<file path="src/rtl/mips_mem_pkg.sv">
// Shared types and constants for the MIPS_AES MEM stage: access FSM states,
// write-back select encodings and the word-alignment helper.
package mips_mem_pkg;

    typedef enum logic [1:0] {
        IDLE = 2'd0,
        WAIT = 2'd1,
        DONE = 2'd2
    } state_t;

    localparam logic [1:0] MTR_ALU  = 2'b00;
    localparam logic [1:0] MTR_MEM  = 2'b01;
    localparam logic [1:0] MTR_UIMM = 2'b10;

    localparam logic [31:0] WORD_MASK = 32'hFFFF_FFFC;

    function automatic logic [31:0] word_align(input logic [31:0] addr);
        return addr & WORD_MASK;
    endfunction

endpackage

</file>
<file path="src/rtl/mem_access_stage_wb_reg.sv">
// MEM/WB pipeline register. A bubble clears the write enable and destination
// but keeps the previous data so downstream forwarding sees a stable value.
module mem_wb_reg (
    input  logic        clk,
    input  logic        rst,
    input  logic        bubble,
    input  logic        reg_write,
    input  logic [4:0]  dest,
    input  logic [31:0] data,
    output logic        wb_reg_write,
    output logic [4:0]  wb_dest,
    output logic [31:0] wb_data
);

    always_ff @(posedge clk) begin
        if (rst) begin
            wb_reg_write <= 1'b0;
            wb_dest      <= 5'd0;
            wb_data      <= 32'd0;
        end else if (bubble) begin
            wb_reg_write <= 1'b0;
            wb_dest      <= 5'd0;
        end else begin
            wb_reg_write <= reg_write;
            wb_dest      <= dest;
            wb_data      <= data;
        end
    end

endmodule

</file>
<file path="src/rtl/mem_access_stage.sv">
// MEM stage: runs word loads/stores over a req/ack bus, stalls upstream while an
// access is outstanding, selects the write-back value and feeds the MEM/WB register.
module mem_access_stage
    import mips_mem_pkg::*;
#(
    parameter int TIMEOUT = 64
) (
    input  logic        clk,
    input  logic        rst,
    input  logic        RegWrite_MEM,
    input  logic [1:0]  MemtoReg_MEM,
    input  logic        MemRead_MEM,
    input  logic        MemWrite_MEM,
    input  logic [31:0] ALUData_MEM,
    input  logic [31:0] UpperImm_MEM,
    input  logic [31:0] MemWriteData_MEM,
    input  logic [4:0]  WBregister_MEM,
    input  logic        jal_MEM,
    input  logic [31:0] PC_8_MEM,
    output logic        dmem_req,
    output logic        dmem_we,
    output logic [31:0] dmem_addr,
    output logic [31:0] dmem_wdata,
    input  logic        dmem_ack,
    input  logic [31:0] dmem_rdata,
    output logic        mem_stall,
    output logic        bus_err,
    output logic        RegWrite_WB,
    output logic [4:0]  WBregister_WB,
    output logic [31:0] WBData_WB,
    output state_t      fsm_state
);

    localparam int CNT_W = $clog2(TIMEOUT);

    // Bus handshake: dmem_req rises with the op and holds, with address/we/wdata
    // stable, until the cycle dmem_ack is seen; it is derived only from state and
    // EX/MEM inputs, never from dmem_ack.
    state_t           state, state_next;
    logic [CNT_W-1:0] wait_cnt, cnt_next;
    logic [31:0]      load_buf, buf_next;
    logic             err_next;
    logic             req;
    logic             mem_op;
    logic [31:0]      wb_sel;

    assign mem_op = MemRead_MEM | MemWrite_MEM;

    always_ff @(posedge clk) begin
        if (rst) begin
            state    <= IDLE;
            wait_cnt <= '0;
            load_buf <= 32'd0;
            bus_err  <= 1'b0;
        end else begin
            state    <= state_next;
            wait_cnt <= cnt_next;
            load_buf <= buf_next;
            bus_err  <= err_next;
        end
    end

    always_comb begin
        state_next = state;
        cnt_next   = wait_cnt;
        buf_next   = load_buf;
        err_next   = bus_err;
        req        = 1'b0;
        case (state)
            IDLE: begin
                if (mem_op) begin
                    req = 1'b1;
                    if (dmem_ack) begin
                        state_next = DONE;
                        if (!MemWrite_MEM) buf_next = dmem_rdata;
                    end else begin
                        state_next = WAIT;
                        cnt_next   = '0;
                    end
                end
            end
            WAIT: begin
                req = 1'b1;
                if (dmem_ack) begin
                    state_next = DONE;
                    if (!MemWrite_MEM) buf_next = dmem_rdata;
                end else if (wait_cnt == CNT_W'(TIMEOUT - 1)) begin
                    state_next = DONE;
                    err_next   = 1'b1;
                    buf_next   = 32'd0;
                end else begin
                    cnt_next = wait_cnt + 1'b1;
                end
            end
            DONE:    state_next = IDLE;
            default: state_next = IDLE;
        endcase
    end

    assign dmem_req   = req;
    assign mem_stall  = req;
    assign dmem_we    = req & MemWrite_MEM;
    assign dmem_addr  = word_align(ALUData_MEM);
    assign dmem_wdata = MemWriteData_MEM;
    assign fsm_state  = state;

    always_comb begin
        wb_sel = ALUData_MEM;
        if (jal_MEM)                      wb_sel = PC_8_MEM;
        else if (MemtoReg_MEM == MTR_MEM)  wb_sel = load_buf;
        else if (MemtoReg_MEM == MTR_UIMM) wb_sel = UpperImm_MEM;
    end

    mem_wb_reg u_mem_wb (
        .clk          (clk),
        .rst          (rst),
        .bubble       (req),
        .reg_write    (RegWrite_MEM),
        .dest         (WBregister_MEM),
        .data         (wb_sel),
        .wb_reg_write (RegWrite_WB),
        .wb_dest      (WBregister_WB),
        .wb_data      (WBData_WB)
    );

endmodule

</file>
<file path="config.mk">
export PLATFORM = sky130hd
export DESIGN_NAME = mem_access_stage
export DESIGN_NICKNAME = d
export VERILOG_FILES = /design/src/rtl/mips_mem_pkg.sv /design/src/rtl/mem_access_stage_wb_reg.sv /design/src/rtl/mem_access_stage.sv
export SDC_FILE = /design/constraint.sdc
export NUM_CORES = 1
export LEC_CHECK = 0
export BUFFER_PORTS_ARGS = -buffer_cell sky130_fd_sc_hd__buf_4
export CORE_ASPECT_RATIO = 0.75
export CORE_UTILIZATION = 40
export DETAILED_ROUTE_END_ITERATION = 7
export PLACE_DENSITY = 0.78
export SLEW_MARGIN = 0
export SYNTH_ARGS = -nofsm -noshare
export SYNTH_HDL_FRONTEND = slang
export SYNTH_HIERARCHICAL = 1
export SYNTH_SLANG_ARGS = --single-unit
</file>
<file path="constraint.sdc">
create_clock -name clk -period 1.61 [get_ports clk]
set_input_delay 0 -clock clk [delete_from_list [all_inputs] [get_ports clk]]
set_output_delay 0 -clock clk [all_outputs]
set_load 0.01 [all_outputs]
</file>
==> impl_metrics.py, run 1 <==
metrics = {
    "status": {
        "run_status": "finished, final reports clean",
    },
    "final_layout": {
        "area_growth_pct": 48.65,
        "fill_cells": 896,
        "layout.nets": 893,
        "fin_area_um2": 6870,
        "seq_area_um2": 1587,
        "mostFrequentLayoutCell": "buf_4",
        "most-common-layout-cells": "buf_4, dfxtp_1, o21ai_0",
        "multi_input_area_um2": 2405,
        "drive_gt1_share_pct": 42.32,
    },
    "timing": {
        "max_clock_freq_ghz": 0.6391,
        "maxSlewHeadroom_pct": 63.04,
        "min_period_over_period_pct": 97.19,
        "hold_violations": 0,
        "finalMaxSlewViolations": 0,
        "finClkSkew_ns": 0.003991,
        "rsz0062_at_grt": "yes",
        "finalSetupViolCount": 0,
        "worst_slack_ns": 0.04524,
        "tightest_slew_ns": 0.5545,
        "holdWs_ns": 0.000003922,
        "final.min_clock_period_ns": 1.565,
    },
    "critical_path": {
        "crit_path_start_kind": "flop",
        "worstSetupStartpoint": "wait_cnt[1]",
        "crit_type": "reg2reg",
        "cpMaxStageDelayCell": "dfxtp_4",
        "path_cells": "ha_4 > nand3_4 > o311ai_4 > buf_12 > o21ai_4 > buf_6 > a22o_1",
        "reg2reg_from": "wait_cnt[1]",
        "worstPathRequired_ns": 1.84,
        "critPathMaxFanout": 8,
        "cp_top_family": "compound AO/OA/AOI/OAI gates",
        "critPathArrivalTime_ns": 1.79,
        "crit_buf_inv": 2,
        "critPathCaptureType": "flop",
        "cpPeakStageDelay_ns": 0.36,
    },
    "floorplanning": {
        "rows": 33,
        "die-height_um": 95.09,
        "die-area_um2": 11990,
        "coreArea_um2": 11110,
        "die_width_um": 126.1,
        "start_util_pct": 41.61,
        "ioPinCount": 282,
    },
    "cts": {
        "clk_pin_slew_ns": 0.06,
        "cts_buffers": 9,
        "insertion_delay_ns": 0.33,
        "cts-root-buf": "clkbuf_16",
        "clockBufferDepth": 2,
        "cts_max_level": 3,
        "cts_sinks": 79,
        "tritoncts": "yes",
    },
    "global_routing": {
        "grt_pass1_wl_um": 22130,
        "grt_pass1_vias": 4274,
        "grt-ovfl-total": 0,
        "track_usage_pct": 24.17,
        "grt_max_degree": 65,
        "antenna_found_initial": 1,
    },
    "place": {
        "port_buffers": 215,
        "placed_area_um2": 5829,
        "dp_hpwl_um": 9875,
        "place_congestion": 0.8516,
        "preCtsSetupSlack_ns": -0.2643,
    },
    "synthesis": {
        "synthesis.area_um2": 4622,
        "yosys_register_bits": 79,
        "syn_inst": 522,
        "yosys_warnings": 6,
        "seq_area_frac_synth_pct": 34.22,
        "ys_types": 41,
        "avgSynthCellArea_um2": 8.854,
    },
    "route": {
        "drc_errors": 0,
        "routed_wl_um": 14890,
        "drt_iter0_drc": 188,
        "first_pass_iters": 4,
        "via_count": 4478,
        "routedWlPerCell_um": 17.24,
        "via_per_inst": 5.183,
        "postRouteAntennaNets": 0,
    },
    "pwr": {
        "p_int_uw": 4222,
        "swShare_pct": 25.94,
        "p_per_area_nw_per_um2": 829.7,
        "leakagePower_uw": 0.003302,
        "combinationalPowerShare_pct": 24.9,
        "p_switching_uw": 1478,
        "vdd_drop_max_uv": 497.2,
        "pwr-share-seq_pct": 37.5,
        "clockPowerShare_pct": 37.6,
    },
    "flow_run": {
        "cap_violations": 0,
    },
    "worst_hold_path": {
        "min_from": "MemWriteData_MEM[21]",
        "hold_path_class": "in2out",
    },
}
## power by group through the flow
stage	Sequential, uW	Clock (uW)	Combinational, uW
detailed placement	2180	0	1180
finish	2140	2140	1420
global route	2150	2270	1520
CTS	2140	2180	1400
floorplan	2190	0	744
global placement	2170	0	1160
## area by class of cell
type / count / share of cell area [%]
Clock inverter: 6 / 1.238
Multi-Input combinational cell: 344 / 35.00
Tap cell: 140 / 2.550
Sequential cell: 79 / 23.09
Antenna cell: 1 / 0.03642
Inverter: 2 / 0.1821
Timing Repair Buffer: 282 / 34.57
Clock buffer: 10 / 3.333
## stage by stage
stage / TNS [ns] / total power (uW) / utilization, % / std cells
floorplan: 0 / 2938 / - / 523
global placement: -5.624 / 3331 / 52.48 / 789
detailed placement: -8.537 / 3362 / 52.48 / 789
CTS: 0 / 5716 / 61.01 / 858
global route: -0.01148 / 5940 / 61.86 / 864
finish: 0 / 5701 / 61.86 / 864
## path summary, 6_finish.rpt
check | endpoint | slack, ns | cells after the start
worst min-delay path | dmem_wdata[21] | 0.000004 | 0
worst max-delay path | load_buf[4] | 0.05 | 7
worst min register to register | load_buf[0] | 0.48 | 1
worst max register to register | load_buf[4] | 0.05 | 7
## metal layers
layer | wire length, um | global-route usage [%]
met1 | 6394 | 29.35
met2 | 7271 | 43.00
met3 | 1080 | 5.612
met4 | 147 | 7.028
met5 | 0 | 0
## registers in the layout (all words and copies together), names as in the netlist
name,cells
load_buf,32
bus_err,1
wait_cnt,6
fsm_state,2
u_mem_wb/wb_data,32
u_mem_wb/wb_dest,5
u_mem_wb/wb_reg_write,1
## logic make-up after synthesis
logic type	Yosys count	share of synthesized area [%]
AO/OA/AOI/OAI	112	15.62
XOR/XNOR	2	0.3791
adder cells (fa/ha/maj)	1	0.2707
buffers and inverters	103	15.78
flip-flops	79	34.22
multiplexers	97	21.87
other	1	0.08113
AND/OR/NAND/NOR	127	11.78
## worst register-to-register path, delay by kind of cell, from the launching register on
family	cells	cell delay (ns)
adders and majority gates	1	0.15
and+or+nand+nor	1	0.09
DFF	1	0.36
AOI/OAI and AO/OA	3	0.55
buffers and inverters	2	0.31
## synthesized netlist by cell type
master / number / area [um2]
o21ai_0: 68 / 340.3
nand3_2: 1 / 10.01
buf_12: 3 / 60.06
buf_1: 5 / 18.77
a22oi_1: 1 / 7.510
nor2_2: 2 / 12.51
xor2_1: 2 / 17.52
o211a_1: 1 / 10.01
nand2b_4: 1 / 13.76
nor2b_1: 1 / 6.260
a22o_1: 32 / 280.3
and3_1: 1 / 6.260
nor3_1: 2 / 10.01
o311ai_2: 1 / 16.27
o21ai_4: 1 / 16.27
buf_2: 12 / 60.06
o2111ai_1: 1 / 8.760
a21oi_1: 4 / 20.02
clkbuf_2: 2 / 10.01
ha_1: 1 / 12.51
nand4_1: 1 / 6.260
and2_1: 6 / 37.54
inv_1: 1 / 3.750
or3_1: 1 / 6.260
buf_6: 4 / 45.04
or3_4: 1 / 11.26
o21bai_1: 1 / 7.510
conb_1: 1 / 3.750
nand2_1: 67 / 251.5
nand2b_1: 1 / 6.260
inv_4: 1 / 6.260
o21a_1: 1 / 7.510
mux2i_1: 65 / 650.6
o211ai_1: 1 / 7.510
buf_4: 65 / 488.0
dfxtp_1: 79 / 1582
nor2_1: 39 / 146.4
clkbuf_1: 10 / 37.54
mux2_2: 32 / 360.4
nor3_2: 1 / 10.01
nand3_1: 2 / 10.01
## timing repair
| action | CTS | global route |
|---|---|---|
| endpoints found under the setup margin | 52 | 66 |
| gates cloned | 5 | 0 |
| setup buffers | 9 | 5 |
| endpoints found under the hold margin | 39 | 0 |
| pin swaps | 6 | 4 |
| hold buffers | 39 | 0 |
| gates resized for setup | 11 | 8 |
Note: power is estimated with default switching activity, not from simulation.
==> run 2, diff against run 1 <==
ABC_AREA = 1   (was not set)
BUFFER_PORTS_ARGS = not set   (was -buffer_cell sky130_fd_sc_hd__buf_4)
CORE_UTILIZATION = 45   (was 40)
DONT_BUFFER_PORTS = 1   (was not set)
PLACE_DENSITY = not set   (was 0.78)
==> impl_metrics.py, run 2 <==
metrics = {
    "status": {
        "run_status": "finished, final reports clean",
    },
    "final_layout": {
        "diodes": 0,
        "area_growth_pct": 7.369,
        "fin_area_um2": 5779,
        "most-common-layout-cells": "nand2_1, inv_1, nor2_1",
        "drive_gt1_share_pct": 7.084,
        "top_regs": "load_buf x32, u_mem_wb/wb_data x32, wait_cnt x6",
        "layout.nets": 1017,
        "mostFrequentLayoutCell": "nand2_1",
    },
    "place": {
        "placed_area_um2": 5015,
        "place_congestion": 0.9202,
        "dp_hpwl_um": 10310,
        "port_buffers": 0,
    },
    "floorplanning": {
        "start_util_pct": 46.35,
        "die-area_um2": 12410,
        "die-height_um": 96.72,
        "ioPinCount": 282,
        "coreArea_um2": 11610,
        "rows": 34,
        "die_width_um": 128.3,
    },
    "timing": {
        "finalSetupViolCount": 0,
        "finClkSkew_ns": 0.008910,
        "min_period_over_period_pct": 95.17,
        "hold_violations": 0,
        "max_clock_freq_ghz": 0.6526,
        "finalMaxSlewViolations": 0,
        "setup_tns_ns": 0,
        "final.min_clock_period_ns": 1.532,
    },
    "synthesis": {
        "ys_types": 27,
        "yosys_register_bits": 79,
        "yosys-top-cells-area": "dfxtp_1, nand2_1, buf_4, nor2_1, inv_1",
        "yosysTopAreaCell": "dfxtp_1",
        "synth_edf_count": 0,
        "synth-async-reset-ratio_pct": 0,
        "ys.flop_type": "dfxtp_1",
        "synth_common_cells": "nand2_1, nor2_1, inv_1",
        "syn_inst": 892,
        "synth_most_common_cell": "nand2_1",
        "synth_top_area_share_pct": 29.38,
        "seq_area_frac_synth_pct": 29.38,
        "yosys_warnings": 6,
        "synthesis.area_um2": 5383,
        "avgSynthCellArea_um2": 6.034,
    },
    "cts": {
        "cts_buffers": 9,
        "cts_max_level": 3,
        "cts_sinks": 79,
        "cts-root-buf": "clkbuf_16",
        "insertion_delay_ns": 0.33,
        "tritoncts": "yes",
        "clk_pin_slew_ns": 0.06,
        "clockBufferDepth": 2,
    },
    "worst_hold_path": {
        "hold_path_class": "in2out",
        "min_from": "MemWriteData_MEM[13]",
        "hold-path-cell-count": 0,
    },
    "critical_path": {
        "path_cells": "ha_2 > nand2_2 > nor2_4 > nand2_2 > nand2_4 > nand3_4 > clkbuf_16 > nand2_1 > a21oi_1",
        "timing.rr.end": "load_buf[22]",
        "cpPeakStageDelay_ns": 0.33,
        "critPathMaxFanout": 12,
        "crit_buf_inv": 1,
        "critPathCaptureType": "flop",
        "cpMaxStageDelayCell": "dfxtp_2",
        "crit_path_start_kind": "flop",
        "crit_type": "reg2reg",
        "worstSetupStartpoint": "wait_cnt[0]",
        "path_common_cell": "nand2_2",
        "worstPathRequired_ns": 1.82,
        "reg2reg_from": "wait_cnt[0]",
        "worstRegToRegCells": 9,
        "critPathCapture": "load_buf[22]",
        "reg2reg_slack_ns": 0.08,
        "critPathArrivalTime_ns": 1.75,
        "cp_top_family": "simple AND/OR/NAND/NOR gates",
        "crit_cells": 9,
    },
    "route": {
        "first_pass_iters": 5,
        "routedWlPerCell_um": 15.05,
        "via_count": 5198,
        "postRouteAntennaNets": 0,
        "drc_errors": 0,
        "via_per_inst": 5.152,
        "routed_wl_um": 15180,
        "drt_iter0_drc": 371,
    },
    "global_routing": {
        "grt_max_degree": 65,
        "track_usage_pct": 23.80,
        "antenna_found_initial": 0,
        "grt_pass1_wl_um": 23580,
        "grt-ovfl-total": 0,
        "grt_pass1_vias": 4817,
    },
    "pwr": {
        "vdd_drop_max_uv": 654.6,
        "leakagePower_uw": 0.002787,
        "p_per_area_nw_per_um2": 917.2,
    },
    "flow_run": {
        "cap_violations": 0,
    },
}
==> run 2: cell types whose count changed after synthesis, sizes merged, moves of 6 or more <==
cell	delta
a21oi	+35
inv	+112
clkbuf	+18
a31oi	+33
mux2i	-65
mux2	-32
o211ai	+31
a22o	-32
nand2	+211
nor2	+73
o21ai	-35
nand3	+36
and2	-6
==> run 2: through the flow <==
step	util, %	instances	hold slack [ns]	setup WS [ns]	total power, uW
finish	49.76	1009	0.000003906	0.07769	5301
global route	49.76	1009	0.00001507	-0.004701	5599
CTS	48.91	1005	0.00006862	0.07840	5279
detailed placement	43.18	952	0.00006862	0.1047	3274
global placement	43.18	952	0.00006862	0.1944	3249
floorplan	-	893	0.09177	0.2441	3258
==> run 2: layout make-up <==
class                           instances  area [um2]
Inverter                              114       427.9
Tap cell                              162       202.7
Fill cell                            1204        5834
Clock inverter                          5       32.53
Timing Repair Buffer                   61       681.9
Sequential cell                        79        1584
Clock buffer                           11       252.7
Multi-Input combinational cell        577        2597
==> run 2: worst min-delay path by stage <==
stage | slack, ns | endpoint
3_3_place_gp | 0.00007 | dmem_wdata[19]
4_1_cts | 0.00007 | dmem_wdata[19]
5_1_grt | 0.00002 | dmem_wdata[13]
6_report | 0.000004 | dmem_wdata[13]
2_1_floorplan | 0.09 | dmem_addr[10]
3_5_place_dp | 0.00007 | dmem_wdata[19]
==> run 2: repair_timing <==
item / CTS / global route
hold buffers: 37 / 0
hold endpoints to repair: 75 / 0
resized for setup: 0 / 10
endpoints found under the setup margin: 0 / 32
buffers inserted: 0 / 2
==> run 2: cells by family after synthesis <==
logic type	after synthesis	share of synthesized area [%]
AO/OA/AOI/OAI	139	15.50
adder cells (fa/ha/maj)	1	0.2324
buffers and inverters	237	22.94
flip-flops	79	29.38
other	1	0.06967
AND/OR/NAND/NOR	435	31.87
==> run 2: routing by layer <==
metal	routed length (um)	part of all wire (%)	global-route usage, %	vias up
met5	0	0	0	-
li1	-	-	-	2599
met1	6457	43	28.31	2353
met3	1072	7.1	6.305	30
met4	291	1.9	7.149	0
met2	7360	48	41.54	216
==> run 2: worst reg2reg max path, stage by stage, from the launching register on <==
cell	delay [ns]
dfxtp_2	0.33
ha_2	0.18
nand2_2	0.08
nor2_4	0.12
nand2_2	0.07
nand2_4	0.12
nand3_4	0.15
clkbuf_16	0.22
nand2_1	0.06
a21oi_1	0.06
==> run 2: power breakdown <==
part	internal, uW	switching, uW
registers	2110	163
logic	457	654
clock network	1120	792
total	3690	1610
